[config.mk]
export PLATFORM = sky130hd
export DESIGN_NAME = mem_arbiter
export DESIGN_NICKNAME = d
export VERILOG_FILES = /design/src/rtl/mem_arbiter.sv
export SDC_FILE = /design/constraint.sdc
export NUM_CORES = 1
export LEC_CHECK = 0
export ABC_CLOCK_PERIOD_IN_PS = 3700
export CORE_UTILIZATION = 45
export CTS_BUF_LIST = sky130_fd_sc_hd__clkbuf_2
export DETAILED_ROUTE_END_ITERATION = 7
export GPL_ROUTABILITY_DRIVEN = 0
export PLACE_DENSITY = 0.83
export REMOVE_ABC_BUFFERS = 1
export SLEW_MARGIN = 20
export SYNTH_ARGS = -nofsm -noshare
export SYNTH_HDL_FRONTEND = slang
export SYNTH_SLANG_ARGS = --single-unit
[constraint.sdc]
create_clock -name clk -period 3.7 [get_ports clk]
set_input_delay 0.74 -clock clk [delete_from_list [all_inputs] [get_ports clk]]
set_output_delay 0.74 -clock clk [all_outputs]
set_load 0.05 [all_outputs]
[src/rtl/mem_arbiter.sv]
// mem_arbiter -- two-port (instruction fetch / data) arbiter in front of a
// single-ported synchronous memory with a fixed read latency.
//
// Ports:
//   clk, reset          single clock, asynchronous active-low reset
//   i_req/i_addr        fetch request (held until i_ack)
//   i_ack/i_rdata       fetch completion pulse and fetched word
//   d_req/d_we/d_addr/d_wdata  data request (held until d_ack)
//   d_ack/d_rdata       data completion pulse and read word
//   m_en/m_we/m_addr/m_wdata/m_rdata  memory side
//   grant               current owner: 00 none, 01 instruction, 10 data
//   stall_fetch         i_req and not i_ack, used to freeze fetch
//
// state | meaning
// ------+--------------------------------------------------------------
// IDLE  | no owner; a request present at the edge is granted
// ISSUE | one-cycle memory strobe for the registered owner
// WAIT  | LAT cycles of memory latency; read data captured on the last
// RESP  | one-cycle ack to the owner, then back to IDLE
module mem_arbiter #(
    parameter int AW     = 10,
    parameter int DW     = 32,
    parameter int LAT    = 1,
    parameter int STARVE = 2
) (
    input  logic          clk,
    input  logic          reset,
    input  logic          i_req,
    input  logic [AW-1:0] i_addr,
    output logic          i_ack,
    output logic [DW-1:0] i_rdata,
    input  logic          d_req,
    input  logic          d_we,
    input  logic [AW-1:0] d_addr,
    input  logic [DW-1:0] d_wdata,
    output logic          d_ack,
    output logic [DW-1:0] d_rdata,
    output logic          m_en,
    output logic          m_we,
    output logic [AW-1:0] m_addr,
    output logic [DW-1:0] m_wdata,
    input  logic [DW-1:0] m_rdata,
    output logic [1:0]    grant,
    output logic          stall_fetch
);

    typedef enum logic [1:0] {
        S_IDLE  = 2'd0,
        S_ISSUE = 2'd1,
        S_WAIT  = 2'd2,
        S_RESP  = 2'd3
    } state_t;

    localparam logic [2:0] STARVE_C  = 3'(STARVE);
    localparam logic [1:0] WAIT_INIT = 2'(LAT - 1);

    state_t        state_q, state_d;
    logic          own_data_q, own_data_d;   // 1 = data owns the memory
    logic          we_q, we_d;
    logic [2:0]    starve_q, starve_d;
    logic [1:0]    wait_q, wait_d;
    logic [AW-1:0] m_addr_q, m_addr_d;
    logic [DW-1:0] m_wdata_q, m_wdata_d;
    logic [DW-1:0] i_rdata_q, i_rdata_d;
    logic [DW-1:0] d_rdata_q, d_rdata_d;
    logic          win_data;

    // Data normally wins; once it has been granted STARVE times in a row
    // while a fetch waits, the fetch gets the next slot.
    assign win_data = d_req && (!i_req || (starve_q != STARVE_C));

    // State register
    always_ff @(posedge clk or negedge reset) begin
        if (!reset) begin
            state_q    <= S_IDLE;
            own_data_q <= 1'b0;
            we_q       <= 1'b0;
            starve_q   <= 3'd0;
            wait_q     <= 2'd0;
            m_addr_q   <= '0;
            m_wdata_q  <= '0;
            i_rdata_q  <= '0;
            d_rdata_q  <= '0;
        end else begin
            state_q    <= state_d;
            own_data_q <= own_data_d;
            we_q       <= we_d;
            starve_q   <= starve_d;
            wait_q     <= wait_d;
            m_addr_q   <= m_addr_d;
            m_wdata_q  <= m_wdata_d;
            i_rdata_q  <= i_rdata_d;
            d_rdata_q  <= d_rdata_d;
        end
    end

    // Next-state logic
    always_comb begin
        state_d = state_q;
        case (state_q)
            S_IDLE:  if (i_req || d_req) state_d = S_ISSUE;
            S_ISSUE: state_d = S_WAIT;
            S_WAIT:  if (wait_q == 2'd0) state_d = S_RESP;
            S_RESP:  state_d = S_IDLE;
            default: state_d = S_IDLE;
        endcase
    end

    // Registered datapath: grant capture, starve counter, latency timer,
    // read-data capture.
    always_comb begin
        own_data_d = own_data_q;
        we_d       = we_q;
        starve_d   = starve_q;
        wait_d     = wait_q;
        m_addr_d   = m_addr_q;
        m_wdata_d  = m_wdata_q;
        i_rdata_d  = i_rdata_q;
        d_rdata_d  = d_rdata_q;
        case (state_q)
            S_IDLE: begin
                if (i_req || d_req) begin
                    own_data_d = win_data;
                    we_d       = win_data && d_we;
                    m_addr_d   = win_data ? d_addr : i_addr;
                    if (win_data) begin
                        m_wdata_d = d_wdata;
                        if (i_req && (starve_q != STARVE_C)) begin
                            starve_d = starve_q + 3'd1;
                        end
                    end else begin
                        starve_d = 3'd0;
                    end
                end
            end
            S_ISSUE: wait_d = WAIT_INIT;
            S_WAIT: begin
                if (wait_q != 2'd0) begin
                    wait_d = wait_q - 2'd1;
                end else if (!own_data_q) begin
                    i_rdata_d = m_rdata;
                end else if (!we_q) begin
                    d_rdata_d = m_rdata;
                end
            end
            default: ;
        endcase
    end

    // Outputs
    always_comb begin
        grant = 2'b00;
        m_en  = 1'b0;
        m_we  = 1'b0;
        i_ack = 1'b0;
        d_ack = 1'b0;
        if (state_q != S_IDLE) begin
            grant = own_data_q ? 2'b10 : 2'b01;
        end
        if (state_q == S_ISSUE) begin
            m_en = 1'b1;
            m_we = own_data_q && we_q;
        end
        if (state_q == S_RESP) begin
            i_ack = !own_data_q;
            d_ack = own_data_q;
        end
    end

    assign m_addr      = m_addr_q;
    assign m_wdata     = m_wdata_q;
    assign i_rdata     = i_rdata_q;
    assign d_rdata     = d_rdata_q;
    assign stall_fetch = i_req && !i_ack;

endmodule

==> results of run 1 <==
==> path summary, 6_finish.rpt <==
path	from	endpoint	slack [ns]
min in group clk	wait_q[0]	wait_q[0]	0.52
worst min-delay path	reset	m_wdata[21]	0.15
worst min register to register	wait_q[0]	wait_q[0]	0.52
worst max register to register	state_q[1]	m_wdata[3]	1.20
worst max-delay path	state_q[0]	grant[1]	0.42
max in group asynchronous	reset	i_rdata[20]	2.78
==> sequential cells by signal, indices dropped and copies added (netlist names) <==
| name | count |
|---|---|
| state_q | 2 |
| i_rdata | 32 |
| own_data_q | 1 |
| d_rdata | 32 |
| wait_q | 2 |
| we_q | 1 |
| starve_q | 3 |
| m_addr | 10 |
| m_wdata | 32 |
==> cells by family (layout without fill, tap and decap cells) <==
| family | after synthesis | count (layout) | synth area share (%) |
|---|---|---|---|
| compound gates | 22 | 22 | 3.27 |
| fa+ha+maj | 7 | 7 | 1.86 |
| buf+inv | 24 | 247 | 2.71 |
| flops | 115 | 115 | 61.1 |
| mux | 97 | 97 | 25.4 |
| simple gates | 52 | 52 | 5.68 |
==> stage by stage <==
stage | setup WS (ns) | hold WS, ns | util (%) | cell area, um^2 | std cells
3_5_place_dp | 0.660 | 0.485 | 68.8 | 6840 | 641
2_1_floorplan | 0.951 | 0.444 | - | 4610 | 299
5_1_grt | 0.276 | 0.101 | 71.8 | 7150 | 673
6_report | 0.418 | 0.152 | 71.8 | 7150 | 673
3_3_place_gp | 0.676 | 0.481 | 68.8 | 6840 | 641
4_1_cts | 0.352 | 0.249 | 71.8 | 7140 | 673
==> per-layer routing <==
layer	vias up	track usage (%)	routed length, um
li1	1548	-	-
met3	14	7.08	851
met2	157	37.7	5790
met5	-	0	0
met4	0	8.57	168
met1	1682	24.6	4410
==> final cells by class <==
type | instances | area (um^2) | share of cell area, %
sequential | 115 | 2880 | 40.3
timing repair buffer | 209 | 2070 | 29.0
multi-input combinational | 178 | 1710 | 23.9
clock inverter | 14 | 209 | 2.92
tap | 133 | 166 | 2.33
clock buffer | 18 | 90.1 | 1.26
inverter | 6 | 22.5 | 0.315
==> worst reg2reg max path: stages (launching register included) <==
cell and delay, ns:
dfrtp_1 0.45, inv_1 0.10, ha_1 0.56, and3_2 0.63, buf_4 0.31, mux2_2 0.36
==> cells in the final DEF (no fill, tap or decap), types with 5 or more instances in the layout <==
cell type	count
clkdlybuf4s50_1	200
buf_4	8
nand4_1	10
nand2_1	22
inv_1	6
dfrtp_1	115
o211ai_1	10
ha_1	7
mux2_4	28
clkbuf_2	18
o21ai_0	6
mux2_2	69
bufinv_16	5
==> results.md, run 1 <==
- Most common cell in the netlist: dfrtp_1
- Run status: completed
- Largest cells by area after synthesis: dfrtp_1, mux2_2, mux2_4
- Drt via density: 5.05
- N_diodes: 0
- Register bit total from synthesis: 115
- Mapped cell area: between 4000 and 5000 um^2
- CTS Root Cell: clkbuf_2
- WL final: 11200 um
- Global-route wire length before repair: 18400 um
- DIE HEIGHT: around 100 um
- Peak per-stage delay on the critical path: 0.83 ns
- Critical path type: reg2out
- R2R depth: 5
- Max-Cap Viols: 0
- TNS Setup: 0 ns
- Crit path DAT: 2.54 ns
- Initial DRC Count: 116
- RSZ-0062 raised after global routing: no
- Hold Buf Count CTS: 0
- Synth top area share: 61.1%
- CTS H-Tree Depth: 4
- Detailed Routing Iterations Pass 1: 4
- Die Area: approximately 11000 um^2
- Largest net degree at the start of global routing: 85
- Core Box Area: 9950 um^2
- Worst setup SP type: flip-flop
- CP endpoint kind: output port
- CTS tree: built
- Req. time, crit path: just under 3 ns
- Global route overflow: 0
- Async SR Flop Fraction: 100%
- Worst-path clk slew: between 0.15 and 0.2 ns
- Cells along the critical path: inv_1 -> ha_1 -> nor2_1 -> clkdlybuf4s50_1
- Setup Fix Bufs, Post-CTS: 0
- Slew HR: 49.6%
- Syn avg cell area: ~15 um^2
- Actual slew at the worst max-slew pin: 0.756 ns
- IO buf count: 201
- DP Wirelength: 8090 um
- Layout cell share with drive strength beyond 1: 25.7%
- Minimum clock period: 3.28 ns
- Max-slew violations: 0
- Final setup viols: 0
- Worst Path Buf+Inv: 2
- Final worst-path cycle share: 88.7%
- Worst-Skew Late Latency: ~0.61 ns
- Post-synth top cells: dfrtp_1, mux2_2, mux2_4
- Critical-path top delay cell: clkdlybuf4s50_1
- Synth warnings: 0
- HP Class: in2async
- Initial Util: between 40% and 50%
- Number of synthesized flops with an enable pin: 0
- Hold Violations, Final: 0
- Synth Instances: 317
- Critical Path Stages: 4
- GRT Util Overall: between 20 and 25%
- Final net count: 623
- Clock Skews: 0.0216 ns
- Boundary Pins: 202
- Critical path fanouts, max: 18
- Crit path max-delay family: buffers and inverters
- Initial antenna violation count: 0
- Via count: about 3400
- Wire per inst: 16.7 um
- Area Overhead vs Synth: 51.7%
- Cells resized by post-CTS repair: 0
- Final ANT Viol Nets: 0
- # fillers: just over 700
- Highest clock rate: a little over 0.3 GHz
- DRC: 0
- Vias in the first global route: 3714
- Post-synth top flop: dfrtp_1
- Row count: 36
- Post-synth cell types: 26
- Sequential area share after synthesis: 61.1%
- Clock Tree Buf Depth: 2
- Largest area contributor in the netlist: dfrtp_1
- CTS Sinks: 115
- CTS Buf Count: 17
- DIE WIDTH: 104 um
Power of run 1 is not shown: default switching activity piles up to over one toggle a cycle in this logic, so the estimate is an artifact.
==> run 2, diff against run 1 <==
--- a/config.mk
+++ b/config.mk
@@ -10,6 +10,7 @@
 export CTS_BUF_LIST = sky130_fd_sc_hd__clkbuf_2
 export DETAILED_ROUTE_END_ITERATION = 7
 export GPL_ROUTABILITY_DRIVEN = 0
+export HOLD_SLACK_MARGIN = 0.1
 export PLACE_DENSITY = 0.83
 export REMOVE_ABC_BUFFERS = 1
 export SLEW_MARGIN = 20
==> results of run 2 <==
Same layout as run 1: the final DEF is identical, and so are final timing and power.
Power of run 2 is left out for the same reason.
==> run 3, diff against run 2 <==
--- a/config.mk
+++ b/config.mk
@@ -8,8 +8,10 @@
 export ABC_CLOCK_PERIOD_IN_PS = 3700
 export CORE_UTILIZATION = 45
 export CTS_BUF_LIST = sky130_fd_sc_hd__clkbuf_2
+export CTS_CLUSTER_SIZE = 16
 export DETAILED_ROUTE_END_ITERATION = 7
 export GPL_ROUTABILITY_DRIVEN = 0
+export GPL_TIMING_DRIVEN = 0
 export HOLD_SLACK_MARGIN = 0.1
 export PLACE_DENSITY = 0.83
 export REMOVE_ABC_BUFFERS = 1
==> run 3 against run 2 <==
Cell count is 0.30% lower. Sequential share of layout area is 0.14 points higher. Register-to-register slack better by 0.08 ns. Clock skew is 0.0070 ns higher. Cell area is 0.35% lower. Setup slack worse by 0.035 ns. Global-route usage is 0.22 points higher. Critical path depth stayed put. Clock-buffer cell count is 2 higher. Critical path type unchanged.
==> results.md, run 3 (same netlist as run 1, synthesis figures left out) <==
- Run status: completed
- Highest clock rate: 0.302 GHz (-1.0%)
- Commonest cells after routing, fill and taps aside: clkdlybuf4s50_1, dfrtp_1, mux2_2
- CTS Sinks: 115 (unchanged)
- Worst-Skew Late Latency: 0.66 ns (+0.05 ns)
- Actual slew at the worst max-slew pin: 0.916 ns (+0.160 ns)
- Final net count: 622 (-0.16%)
- GRT Util Overall: 21.9% (+0.22 points)
- Final ANT Viol Nets: 0 (unchanged)
- Initial DRC Count: 175 (+51%)
- Minimum clock period: 3.32 ns (+0.0348 ns)
- CTS Buf Count: 17 (unchanged)
- Cells resized by post-CTS repair: 0 (unchanged)
- Worst setup SP type: flip-flop
- Initial antenna violation count: 0 (unchanged)
- # fillers: 703 (-0.42%)
- Via count: 3401 (unchanged)
- Critical path fanouts, max: 18 (unchanged)
- DP Wirelength: 8200 um (+1.4%)
- Clock Skews: 0.0286 ns (+0.00699 ns)
- Final setup viols: 0 (unchanged)
- CP endpoint kind: output port
- Hold Buf Count CTS: 1 (+1)
- Worst-path clk slew: 0.15 ns (-0.02 ns)
- Max-Cap Viols: 0 (unchanged)
- Largest net degree at the start of global routing: 61 (-28%)
- Slew HR: 38.5% (-11 points)
- Final worst-path cycle share: 89.6% (+0.94 points)
- Placed standard-cell area: 6900 um^2 (+0.79%)
- Max-slew violations: 0 (unchanged)
- Die Area: 10900 um^2 (unchanged)
- N_diodes: 0 (unchanged)
- Drt via density: 5.07 (+0.30%)
- Crit path DAT: 2.58 ns (+0.04 ns)
- Cell area after layout: 7120 um^2 (-0.35%)
- Clock Tree Buf Depth: 2 (unchanged)
- Global route overflow: 0 (unchanged)
- CTS tree: built
- DIE WIDTH: 104 um (unchanged)
- Boundary Pins: 202 (unchanged)
- Wire per inst: 16.6 um (-0.21%)
- DRC: 0 (unchanged)
- Initial Util: 47.3% (unchanged)
- Global-route wire length before repair: 18400 um (-0.37%)
- Detailed Routing Iterations Pass 1: 4 (unchanged)
- Core Box Area: 9950 um^2 (unchanged)
- Setup Fix Bufs, Post-CTS: 0 (unchanged)
- WL final: 11200 um (-0.51%)
- DIE HEIGHT: 104 um (unchanged)
- HP Class: reg2reg
- Commonest non-fill, non-tap cell in the layout: clkdlybuf4s50_1
- WHS: 0.522 ns (+0.370 ns)
- Req. time, crit path: 2.96 ns (about the same)
- Hold Violations, Final: 0 (unchanged)
- CTS H-Tree Depth: 4 (unchanged)
- IO buf count: 201 (unchanged)
- Vias in the first global route: 3650 (-1.7%)
- Area Overhead vs Synth: 51.1%
- Critical path type: reg2out
- CTS Root Cell: clkbuf_2
- Row count: 36 (unchanged)
- Layout cell share with drive strength beyond 1: 25.5% (-0.28 points)
- RSZ-0062 raised after global routing: no
## run 3: cell count changes in the layout (fill, tap and decap cells not counted), moves of 2 or more
cell,previous run,this run
clkinv_2,3,5
buf_6,1,3
clkinv_4,0,2
buf_12,0,2
clkinvlp_4,3,1
bufinv_16,5,2
inv_6,2,0
clkbuf_2,18,20
buf_4,8,0
## run 3: per-stage QoR
| step | worst slack [ns] | TNS (ns) | util, % | instances |
|---|---|---|---|---|
| global route | 0.199 | 0 | 71.5 | 671 |
| finish | 0.383 | 0 | 71.5 | 671 |
| CTS | 0.312 | 0 | 71.5 | 671 |
| global placement | -2.31 | -265.76 | 68.2 | 633 |
| floorplan | 0.951 | 0 | - | 299 |
| detailed placement | 0.646 | 0 | 69.3 | 639 |
## run 3: worst max-delay path: stages, from the launching register on
cell             delay [ns]
dfrtp_1                0.42
inv_1                  0.08
ha_1                   0.41
nor2_1                 0.18
clkdlybuf4s50_1        0.84
## run 3: area by class of cell
type                       instances  area, um^2  area share [%]
clock buffer                      20         100            1.41
clock inverter                    11         114            1.60
inverter                           6        22.5           0.316
multi-input combinational        178        1710            24.1
sequential                       115        2880            40.4
tap                              133         166            2.34
timing repair buffer             208        2130            29.9
## run 3: metal layers
layer  wire, um  track usage, %  vias up  part of all wire, %
li1           -               -     1545                    -
met1       4570            27.1     1688                   41
met2       5680            35.9      147                   51
met3        695            6.58       21                  6.2
met4        229            8.88        0                  2.1
met5          0               0        -                    0
## run 3: path summary, 6_finish.rpt
path | end | slack, ns | depth (start not counted) | from
max | grant[1] | 0.38 | 4 | state_q[0]
min | wait_q[0] | 0.52 | 1 | wait_q[0]
max reg2reg | m_wdata[3] | 1.28 | 5 | state_q[1]
min reg2reg | wait_q[0] | 0.52 | 1 | wait_q[0]
max in group asynchronous | i_rdata[0] | 2.46 | 3 | reset
min in group asynchronous | m_wdata[20] | 0.57 | 2 | reset
Power of run 3 is left out for the same reason.
